<file path="src/rtl/ad1939_adc_rx.sv">
// AD1939 ADC I2S receiver: oversamples codec-mastered ABCLK/ALRCLK and deserializes ASDATA1/2.
// Defining AD1939_RX_FRAME_CHECK_EN adds frame_err_count for half-frame length checking.
module ad1939_adc_rx #(
   parameter int unsigned DATA_WIDTH  = 24,
   parameter int unsigned SLOT_BITS   = 32,
   parameter int unsigned FIFO_DEPTH  = 4,
   parameter int unsigned SYNC_STAGES = 2
) (
   input  logic                  clk,
   input  logic                  reset_n,
   input  logic                  enable,
   input  logic                  abclk_in,
   input  logic                  alrclk_in,
   input  logic                  asdata1_in,
   input  logic                  asdata2_in,
   output logic [DATA_WIDTH-1:0] out_data,
   output logic [1:0]            out_channel,
   output logic                  out_valid,
   input  logic                  out_ready,
   output logic                  overflow,
   input  logic                  clear_overflow
`ifdef AD1939_RX_FRAME_CHECK_EN
   ,
   output logic [15:0]           frame_err_count
`endif
);
   localparam int unsigned CW   = $clog2(SLOT_BITS + 1);
   localparam int unsigned AW   = $clog2(FIFO_DEPTH);
   localparam int unsigned CNTW = AW + 1;
   localparam int unsigned EW   = DATA_WIDTH + 2;

   typedef enum logic {S_IDLE = 1'b0, S_ACTIVE = 1'b1} state_t;

   logic [SYNC_STAGES-1:0] r_sync_bclk, r_sync_lr, r_sync_d1, r_sync_d2;
   logic                   r_bclk_q, r_rise, r_lr, r_d1, r_d2, r_lr_prev;
   state_t                 r_state;
   logic [CW-1:0]          r_bit_cnt;
   logic [DATA_WIDTH-1:0]  r_sh1, r_sh2;
   logic                   r_slot_lr, r_chan_lr, r_push1, r_push2;
   logic [EW-1:0]          r_mem [FIFO_DEPTH];
   logic [AW-1:0]          r_wr_ptr, r_rd_ptr;
   logic [CNTW-1:0]        r_count;

   logic                   w_bclk_s, w_lr_chg, w_push, w_pop, w_full, w_wr_ok, w_drop;
   logic [EW-1:0]          w_wdata, w_head_nxt;
   logic [AW-1:0]          w_rd_nxt;
   logic [CNTW-1:0]        w_count_nxt;

   assign w_bclk_s = r_sync_bclk[SYNC_STAGES-1];
   assign w_lr_chg = r_rise & (r_lr ^ r_lr_prev);

   // Synchronizers plus one stage that registers the ABCLK rise with its sampled LR/data.
   always_ff @(posedge clk) begin
      if (!reset_n) begin
         r_sync_bclk <= '0;
         r_sync_lr   <= '0;
         r_sync_d1   <= '0;
         r_sync_d2   <= '0;
         r_bclk_q    <= 1'b0;
         r_rise      <= 1'b0;
         r_lr        <= 1'b0;
         r_d1        <= 1'b0;
         r_d2        <= 1'b0;
      end else begin
         r_sync_bclk <= {r_sync_bclk[SYNC_STAGES-2:0], abclk_in};
         r_sync_lr   <= {r_sync_lr[SYNC_STAGES-2:0], alrclk_in};
         r_sync_d1   <= {r_sync_d1[SYNC_STAGES-2:0], asdata1_in};
         r_sync_d2   <= {r_sync_d2[SYNC_STAGES-2:0], asdata2_in};
         r_bclk_q    <= w_bclk_s;
         r_rise      <= w_bclk_s & ~r_bclk_q;
         r_lr        <= r_sync_lr[SYNC_STAGES-1];
         r_d1        <= r_sync_d1[SYNC_STAGES-1];
         r_d2        <= r_sync_d2[SYNC_STAGES-1];
      end
   end

   // Slot FSM: the LR-change rise carries the previous slot's last bit, so capture starts one rise later.
   always_ff @(posedge clk) begin
      if (!reset_n) begin
         r_state   <= S_IDLE;
         r_bit_cnt <= '0;
         r_sh1     <= '0;
         r_sh2     <= '0;
         r_slot_lr <= 1'b0;
         r_chan_lr <= 1'b0;
         r_lr_prev <= 1'b0;
         r_push1   <= 1'b0;
         r_push2   <= 1'b0;
      end else begin
         r_push1 <= 1'b0;
         r_push2 <= r_push1;
         if (r_rise) r_lr_prev <= r_lr;
         case (r_state)
            S_IDLE: begin
               if (enable && w_lr_chg) begin
                  r_state   <= S_ACTIVE;
                  r_bit_cnt <= '0;
                  r_slot_lr <= r_lr;
               end
            end
            S_ACTIVE: begin
               if (!enable) begin
                  r_state   <= S_IDLE;
                  r_bit_cnt <= '0;
               end else if (w_lr_chg) begin
                  r_bit_cnt <= '0;
                  r_slot_lr <= r_lr;
               end else if (r_rise) begin
                  if (r_bit_cnt < CW'(DATA_WIDTH)) begin
                     r_sh1 <= {r_sh1[DATA_WIDTH-2:0], r_d1};
                     r_sh2 <= {r_sh2[DATA_WIDTH-2:0], r_d2};
                  end
                  if (r_bit_cnt == CW'(DATA_WIDTH - 1)) begin
                     r_push1   <= 1'b1;
                     r_chan_lr <= r_slot_lr;
                  end
                  if (r_bit_cnt < CW'(SLOT_BITS)) r_bit_cnt <= r_bit_cnt + CW'(1);
               end
            end
            default: r_state <= S_IDLE;
         endcase
      end
   end

   // Channel code is {adc2, right}; ADC1 word is pushed one cycle ahead of ADC2.
   assign w_push      = r_push1 | r_push2;
   assign w_wdata     = r_push1 ? {1'b0, r_chan_lr, r_sh1} : {1'b1, r_chan_lr, r_sh2};
   assign w_pop       = out_valid & out_ready;
   assign w_full      = (r_count == CNTW'(FIFO_DEPTH));
   assign w_wr_ok     = w_push & (~w_full | w_pop);
   assign w_drop      = w_push & w_full & ~w_pop;
   assign w_rd_nxt    = w_pop ? r_rd_ptr + AW'(1) : r_rd_ptr;
   assign w_count_nxt = r_count + CNTW'(w_wr_ok) - CNTW'(w_pop);
   assign w_head_nxt  = (w_wr_ok && (r_wr_ptr == w_rd_nxt)) ? w_wdata : r_mem[w_rd_nxt];

   always_ff @(posedge clk) begin
      if (w_wr_ok) r_mem[r_wr_ptr] <= w_wdata;
   end

   // Outputs present the next head so they stay registered without a read bypass.
   always_ff @(posedge clk) begin
      if (!reset_n) begin
         r_wr_ptr    <= '0;
         r_rd_ptr    <= '0;
         r_count     <= '0;
         out_valid   <= 1'b0;
         out_data    <= '0;
         out_channel <= '0;
         overflow    <= 1'b0;
      end else begin
         if (w_wr_ok) r_wr_ptr <= r_wr_ptr + AW'(1);
         r_rd_ptr  <= w_rd_nxt;
         r_count   <= w_count_nxt;
         out_valid <= (w_count_nxt != '0);
         if (w_count_nxt != '0) begin
            out_data    <= w_head_nxt[DATA_WIDTH-1:0];
            out_channel <= w_head_nxt[EW-1 -: 2];
         end else begin
            out_data    <= '0;
            out_channel <= '0;
         end
         if (w_drop) overflow <= 1'b1;
         else if (clear_overflow) overflow <= 1'b0;
      end
   end

`ifdef AD1939_RX_FRAME_CHECK_EN
   localparam int unsigned HW = CW + 1;
   logic [HW-1:0] r_hf_cnt;
   logic          r_chk_armed;

   // Counts rises per LR phase, including the change rise; the slot in progress at entry is skipped.
   always_ff @(posedge clk) begin
      if (!reset_n) begin
         r_hf_cnt        <= HW'(1);
         r_chk_armed     <= 1'b0;
         frame_err_count <= '0;
      end else if (r_state == S_IDLE) begin
         r_hf_cnt    <= HW'(1);
         r_chk_armed <= 1'b0;
      end else if (w_lr_chg) begin
         r_hf_cnt    <= HW'(1);
         r_chk_armed <= 1'b1;
         if (r_chk_armed && (r_hf_cnt != HW'(SLOT_BITS)) && (frame_err_count != 16'hFFFF))
            frame_err_count <= frame_err_count + 16'd1;
      end else if (r_rise && (r_hf_cnt != '1)) begin
         r_hf_cnt <= r_hf_cnt + HW'(1);
      end
   end
`endif

endmodule
</file>
<file path="config.mk">
export PLATFORM = sky130hd
export DESIGN_NAME = ad1939_adc_rx
export DESIGN_NICKNAME = d
export VERILOG_FILES = /design/src/rtl/ad1939_adc_rx.sv
export SDC_FILE = /design/constraint.sdc
export NUM_CORES = 1
export LEC_CHECK = 0
export ABC_CLOCK_PERIOD_IN_PS = 6400
export BUFFER_PORTS_ARGS = -buffer_cell sky130_fd_sc_hd__buf_4
export CORE_MARGIN = 2
export CORE_UTILIZATION = 45
export DETAILED_ROUTE_END_ITERATION = 8
export PLACE_DENSITY = 0.58
export SLEW_MARGIN = 20
export SYNTH_ARGS = -nofsm -noshare
export SYNTH_HDL_FRONTEND = slang
export SYNTH_SLANG_ARGS = --single-unit
export TNS_END_PERCENT = 30
</file>
<file path="constraint.sdc">
create_clock -name clk -period 6.4 [get_ports clk]
set_input_delay 0.96 -clock clk [delete_from_list [all_inputs] [get_ports clk]]
set_output_delay 0.96 -clock clk [all_outputs]
set_load 0.01 [all_outputs]
</file>
== Word-level counts from Yosys, hierarchy flattened ==
Memory sizes are Yosys's and may differ from the RTL's. A register that Yosys moved wholly into a read port is not among the register bits.
Index checks and enable logic that the tools add are counted.
Word-level totals
  bits in registers: 82
  RAM bits: 104
  input bits: 9
  output and inout port bits: 28
  word-level logic and storage cells: 85
  memories: 1
Memories
  r_mem: depth 4, bits a word 26, rd ports 1, clocked after Yosys merged registers in 1, write ports 1, RTL line 40  | logic [EW-1:0] r_mem [FIFO_DEPTH];
Operators by class
  mux-type cells: 20
  magnitude comparators: 2
  equal/unequal tests: 7
  $add $sub $neg: 5
  bitwise logic cells: 17
  reduce and logical (&&, ||, !) cells: 10
Operators by type and width (number)
  6-bit 2-to-1 mux: 5
  26-bit 2-to-1 mux: 1
  6-bit case mux with 2 select lines: 1
  1-bit 2-to-1 mux: 10
  5-bit AND reduction: 2
  1-bit inverter: 8
  6-bit by 1-bit adder with 6-bit output (second input constant): 1
  1-bit bitwise AND: 6
  6-bit by 5-bit == test with 1-bit output (second input constant): 1
  6-bit by 5-bit < comparator with 1-bit output (second input constant): 1
  6-bit < comparator (second input constant): 1
  3-bit AND reduction: 2
  5-bit OR reduction: 1
  2-bit by 1-bit adder with 2-bit output (second input constant): 2
  2-bit != test (second input constant): 2
  4-bit by 2-bit != test with 1-bit output (second input constant): 1
  4-bit by 3-bit != test with 1-bit output (second input constant): 1
  1-bit case mux with 2 select lines: 2
  3-bit by 1-bit adder with 3-bit output: 1
  3-bit == test (second input constant): 1
  3-bit nonzero test: 1
  3-bit by 1-bit subtractor with 3-bit output: 1
  2-bit 2-to-1 mux: 1
  2-bit by 1-bit != test with 1-bit output (second input constant): 1
  6 further kinds: 7

== Longest topological paths before layout ==
  word-level depth: 9
  mapped depth: 13
  mapped depth without buffers: 11

== Least setup slack after synthesis ==
Ideal clock, no wire load.
  path type: input-to-reg
  from: input port out_ready
  to: register out_data[10]
  data required time: 6.268 ns
  stages on the path: 13
  setup time: 0.132 ns
  data arrival time: 3.474 ns
  path buffers: 2
  path slack: 2.794 ns
  cell sequence: buf_2 > nand2_4 > a31oi_4 > inv_1 > ha_1 > inv_1 > ha_1 > fa_1 > xnor2_1 > xnor2_1 > o31ai_2 > clkbuf_1 > nor3_1
On the way
  word-level cells in the longest chain between the ends: 8
  elaborated cells between the ends (all ways): 9
  classes of those cells: add/sub (2); mux (1); bitwise (3); reduce/logical (3)
RTL lines
  start: declaration: RTL line 19  | input logic out_ready,
  1-bit bitwise AND *: RTL line 128  | assign w_pop = out_valid & out_ready;
  1-bit bitwise OR: RTL line 130  | assign w_wr_ok = w_push & (~w_full | w_pop);
  1-bit bitwise AND: RTL line 130
  3-bit by 1-bit adder with 3-bit output: RTL line 133  | assign w_count_nxt = r_count + CNTW'(w_wr_ok) - CNTW'(w_pop);
  3-bit by 1-bit subtractor with 3-bit output: RTL line 133
  3-bit nonzero test: RTL line 155  | if (w_count_nxt != '0) begin
  2-bit AND reduction (no line)
  1-bit zero test (no line)
  end signal: assignment: RTL line 156  | out_data <= w_head_nxt[DATA_WIDTH-1:0];
  end: declaration: RTL line 16  | output logic [DATA_WIDTH-1:0] out_data,
Mark *: on every way between the ends. The rest lies on a longest branch, timed or not.
A chain may end at the register's enable or synchronous reset.

== Final worst setup path ==
  from: input port out_ready
  to: register out_data[11]
Same word-level chain as after synthesis.

==> flow_summary.ini <==
[yosys]
synth-edff-count = 104
ys_seq_area_frac = 0.570
synth-seq-cells = 212
yosysWarningCount = 0
synthCells = 892
synth_area_per_cell_um2 = 10.4
synth.distinct_cells = 44
async_flop_share = 0
ys.flop_type = dfxtp_1
synth_fp_nets = 909
synthesis.area_mm2 = 0.00927

[route]
drt_iter0_markers = 469
vias = 6605
wl_per_cell_um = 17.2
drt_pass1_iterations = 5
vias_per_cell = 5.61
ant_nets = 0
remaining_drc_errors = 0
totalWireLength_um = 20200

[floorplanning]
initial_utilization = 0.458
rows = 52
die_x_um = 148
fp.coreArea_mm2 = 0.0202
die_area_mm2 = 0.0218
io_pins = 37
die_h_um = 148

[clock_tree]
worstSkewPairLatency_ns = 0.50
post_cts_buffers = 0
cts-resized-gates = 0
clockBufferDepth = 3
hold_buffers = 0
htree_levels = 1
cts_tree = done
cts_buffers = 23
cts-root-buf = clkbuf_16
numClockSinks = 212
clk_pin_slew_worst_paths_ns = 0.06

[final_layout]
fillers = 1778
area_delta_synth_final_pct = 12.3
final_common_cell = nand2_1
nets = 907
final_cell_mix = nand2_1 (200), dfxtp_1 (107), edfxtp_1 (104), a211oi_1 (73), and3_1 (49)
layout-drive-gt1-share = 0.130
antenna_cells = 0
fin_util = 0.514

[timing]
finalMaxSlewViolations = 0
timing.final.hold_violations = 0
rsz0062_at_grt = no
slew_headroom = 0.312
setup-violations-final = 0
clock-skew-final_ns = 0.0164
holdWs_ns = 0.384
fin_crit_sh = 0.592
clock.fmax_mhz = 264
setup_tns_ns = 0
tightestPinTransition_ns = 1.03
fin_crit_ns = 3.79

[global_routing]
antenna_found_initial = 0
grt_pass1_wl_um = 32800
track_usage = 0.185
grt_start_max_net_pins = 103
first_global_vias = 6396
overflow = 0

[placed_design]
hpwlAfterDp_um = 11300
gp_congestion = 0.766
port_buffers = 36

[run_status]
status = finished, final reports clean

[pwr]
p_switching_uw = 889
leakage_nw = 3.87
p_int_mw = 2.45
clkPwrFrac = 0.398
ir_worst_vdd_mv = 0.175
p_total_mw = 3.34
powerDensity_mw_per_mm2 = 321
combPwrFrac = 0.160
seq_power_share = 0.442
power.share.switching = 0.266

[setup_path]
crit_fanout = 54
critPathMaxStageDelay_ns = 0.73
path_cells = buf_4 > nand2_4 > inv_2 > ha_1 > inv_1 > ha_1 > fa_1 > xnor2_1 > xnor2_1 > o31ai_4 > buf_4 > nor3_1
end_kind = register
cp_num_buf_inv = 4
worstSetupPathType = in -> reg
reg2reg_to = out_data[11]
r2r_setup_slack_ns = 2.74
crit_slowest_cell = inv_2
arrival_ns = 4.16
path_delay_family = buffers and inverters
r2r-start = out_valid
critPathLaunchType = input pin
cp.required_ns = 6.77
rr_worst_depth = 12

[hold_path]
hold_depth = 1
hp-class = reg -> reg
min_to = r_rise
min_from = r_bclk_q

[flow_run]
max-cap-violations = 0
-- logic make-up (layout without fill, tap and decap cells) --
group                    after synthesis  in the layout  synth area share
AND/OR/NAND/NOR                      357            357             0.175
flip-flops                           212            212             0.570
XOR/XNOR                              13             13            0.0138
multiplexers                          28             28            0.0337
buffers and inverters                 83             98            0.0408
adder cells (fa/ha/maj)                8              8            0.0116
AO/OA/AOI/OAI                        191            191             0.155
-- cell usage after synthesis (24+ instances only) --
cell type	instances	share of area
nor3_1	24	0.013
edfxtp_1	104	0.34
clkbuf_1	43	0.017
nor2_1	36	0.015
a211oi_1	73	0.059
a21boi_0	31	0.025
a311oi_1	24	0.023
nand2_1	200	0.081
and3_1	49	0.033
a31oi_1	24	0.016
dfxtp_1	108	0.23
mux2_2	26	0.032
-- worst max path at each step --
stage	start	slack [ns]	depth (start not counted)	end
2_1_floorplan	out_ready	2.79	13	out_data[10]
3_3_place_gp	out_ready	2.24	12	out_data[5]
3_5_place_dp	out_ready	2.13	12	out_data[11]
4_1_cts	out_ready	2.64	12	out_data[11]
5_1_grt	out_ready	2.44	12	out_data[21]
6_report	out_ready	2.61	12	out_data[11]
-- cell type report --
cell class,instances,area [um^2],area share
well taps,270,338,0.0325
clock inverters,10,134,0.0129
repair buffers,45,358,0.0344
clock buffers,32,631,0.0606
inverters,11,41.3,0.00397
flip-flops and latches,212,5290,0.508
multi-input cells,597,3620,0.348
-- sequential cells by signal, indices dropped and copies added, names as in the netlist, 2 cells and up --
| name | count |
|---|---|
| r_wr_ptr | 2 |
| r_bit_cnt | 6 |
| out_data | 24 |
| r_sh2 | 24 |
| r_sh1 | 24 |
| r_sync_bclk | 2 |
| r_mem | 104 |
| out_channel | 2 |
| r_rd_ptr | 2 |
| r_sync_lr | 2 |
| r_sync_d2 | 2 |
| r_count | 3 |
| r_sync_d1 | 2 |
-- power groups by stage --
stage               Clock, mW  Sequential (mW)  Combinational (mW)
floorplan                   0             1.52               0.359
global placement            0             1.50               0.514
detailed placement          0             1.50               0.533
CTS                      1.36             1.48               0.535
global route             1.42             1.48               0.586
finish                   1.33             1.47               0.536
-- worst reg2reg max path: cells and delay by family (launching register included) --
family                   cells  cell delay (ns)
AO/OA/AOI/OAI                1             0.18
XOR/XNOR                     2             0.33
buffers and inverters        4             1.63
adder cells (fa/ha/maj)      3             0.80
AND/OR/NAND/NOR              2             0.29
flip-flops                   1             0.31
-- metrics by stage --
| step | setup slack, ns | cell area (um^2) | std cells |
|---|---|---|---|
| final | 2.61 | 10400 | 1177 |
| after global routing | 2.44 | 10400 | 1177 |
| after CTS | 2.64 | 10400 | 1176 |
| after detailed placement | 2.13 | 9620 | 1134 |
| after global placement | 2.24 | 9620 | 1134 |
| after floorplan | 2.79 | 9270 | 892 |
-- per-layer routing --
| layer | share of wire | up-vias | global-route usage |
|---|---|---|---|
| met3 | 0.046 | 25 | 0.0315 |
| li1 | - | 3198 | - |
| met5 | 0 | - | 0 |
| met1 | 0.46 | 3233 | 0.246 |
| met4 | 0.013 | 0 | 0.0563 |
| met2 | 0.48 | 149 | 0.310 |
Note: power is estimated with default switching activity, not from simulation.
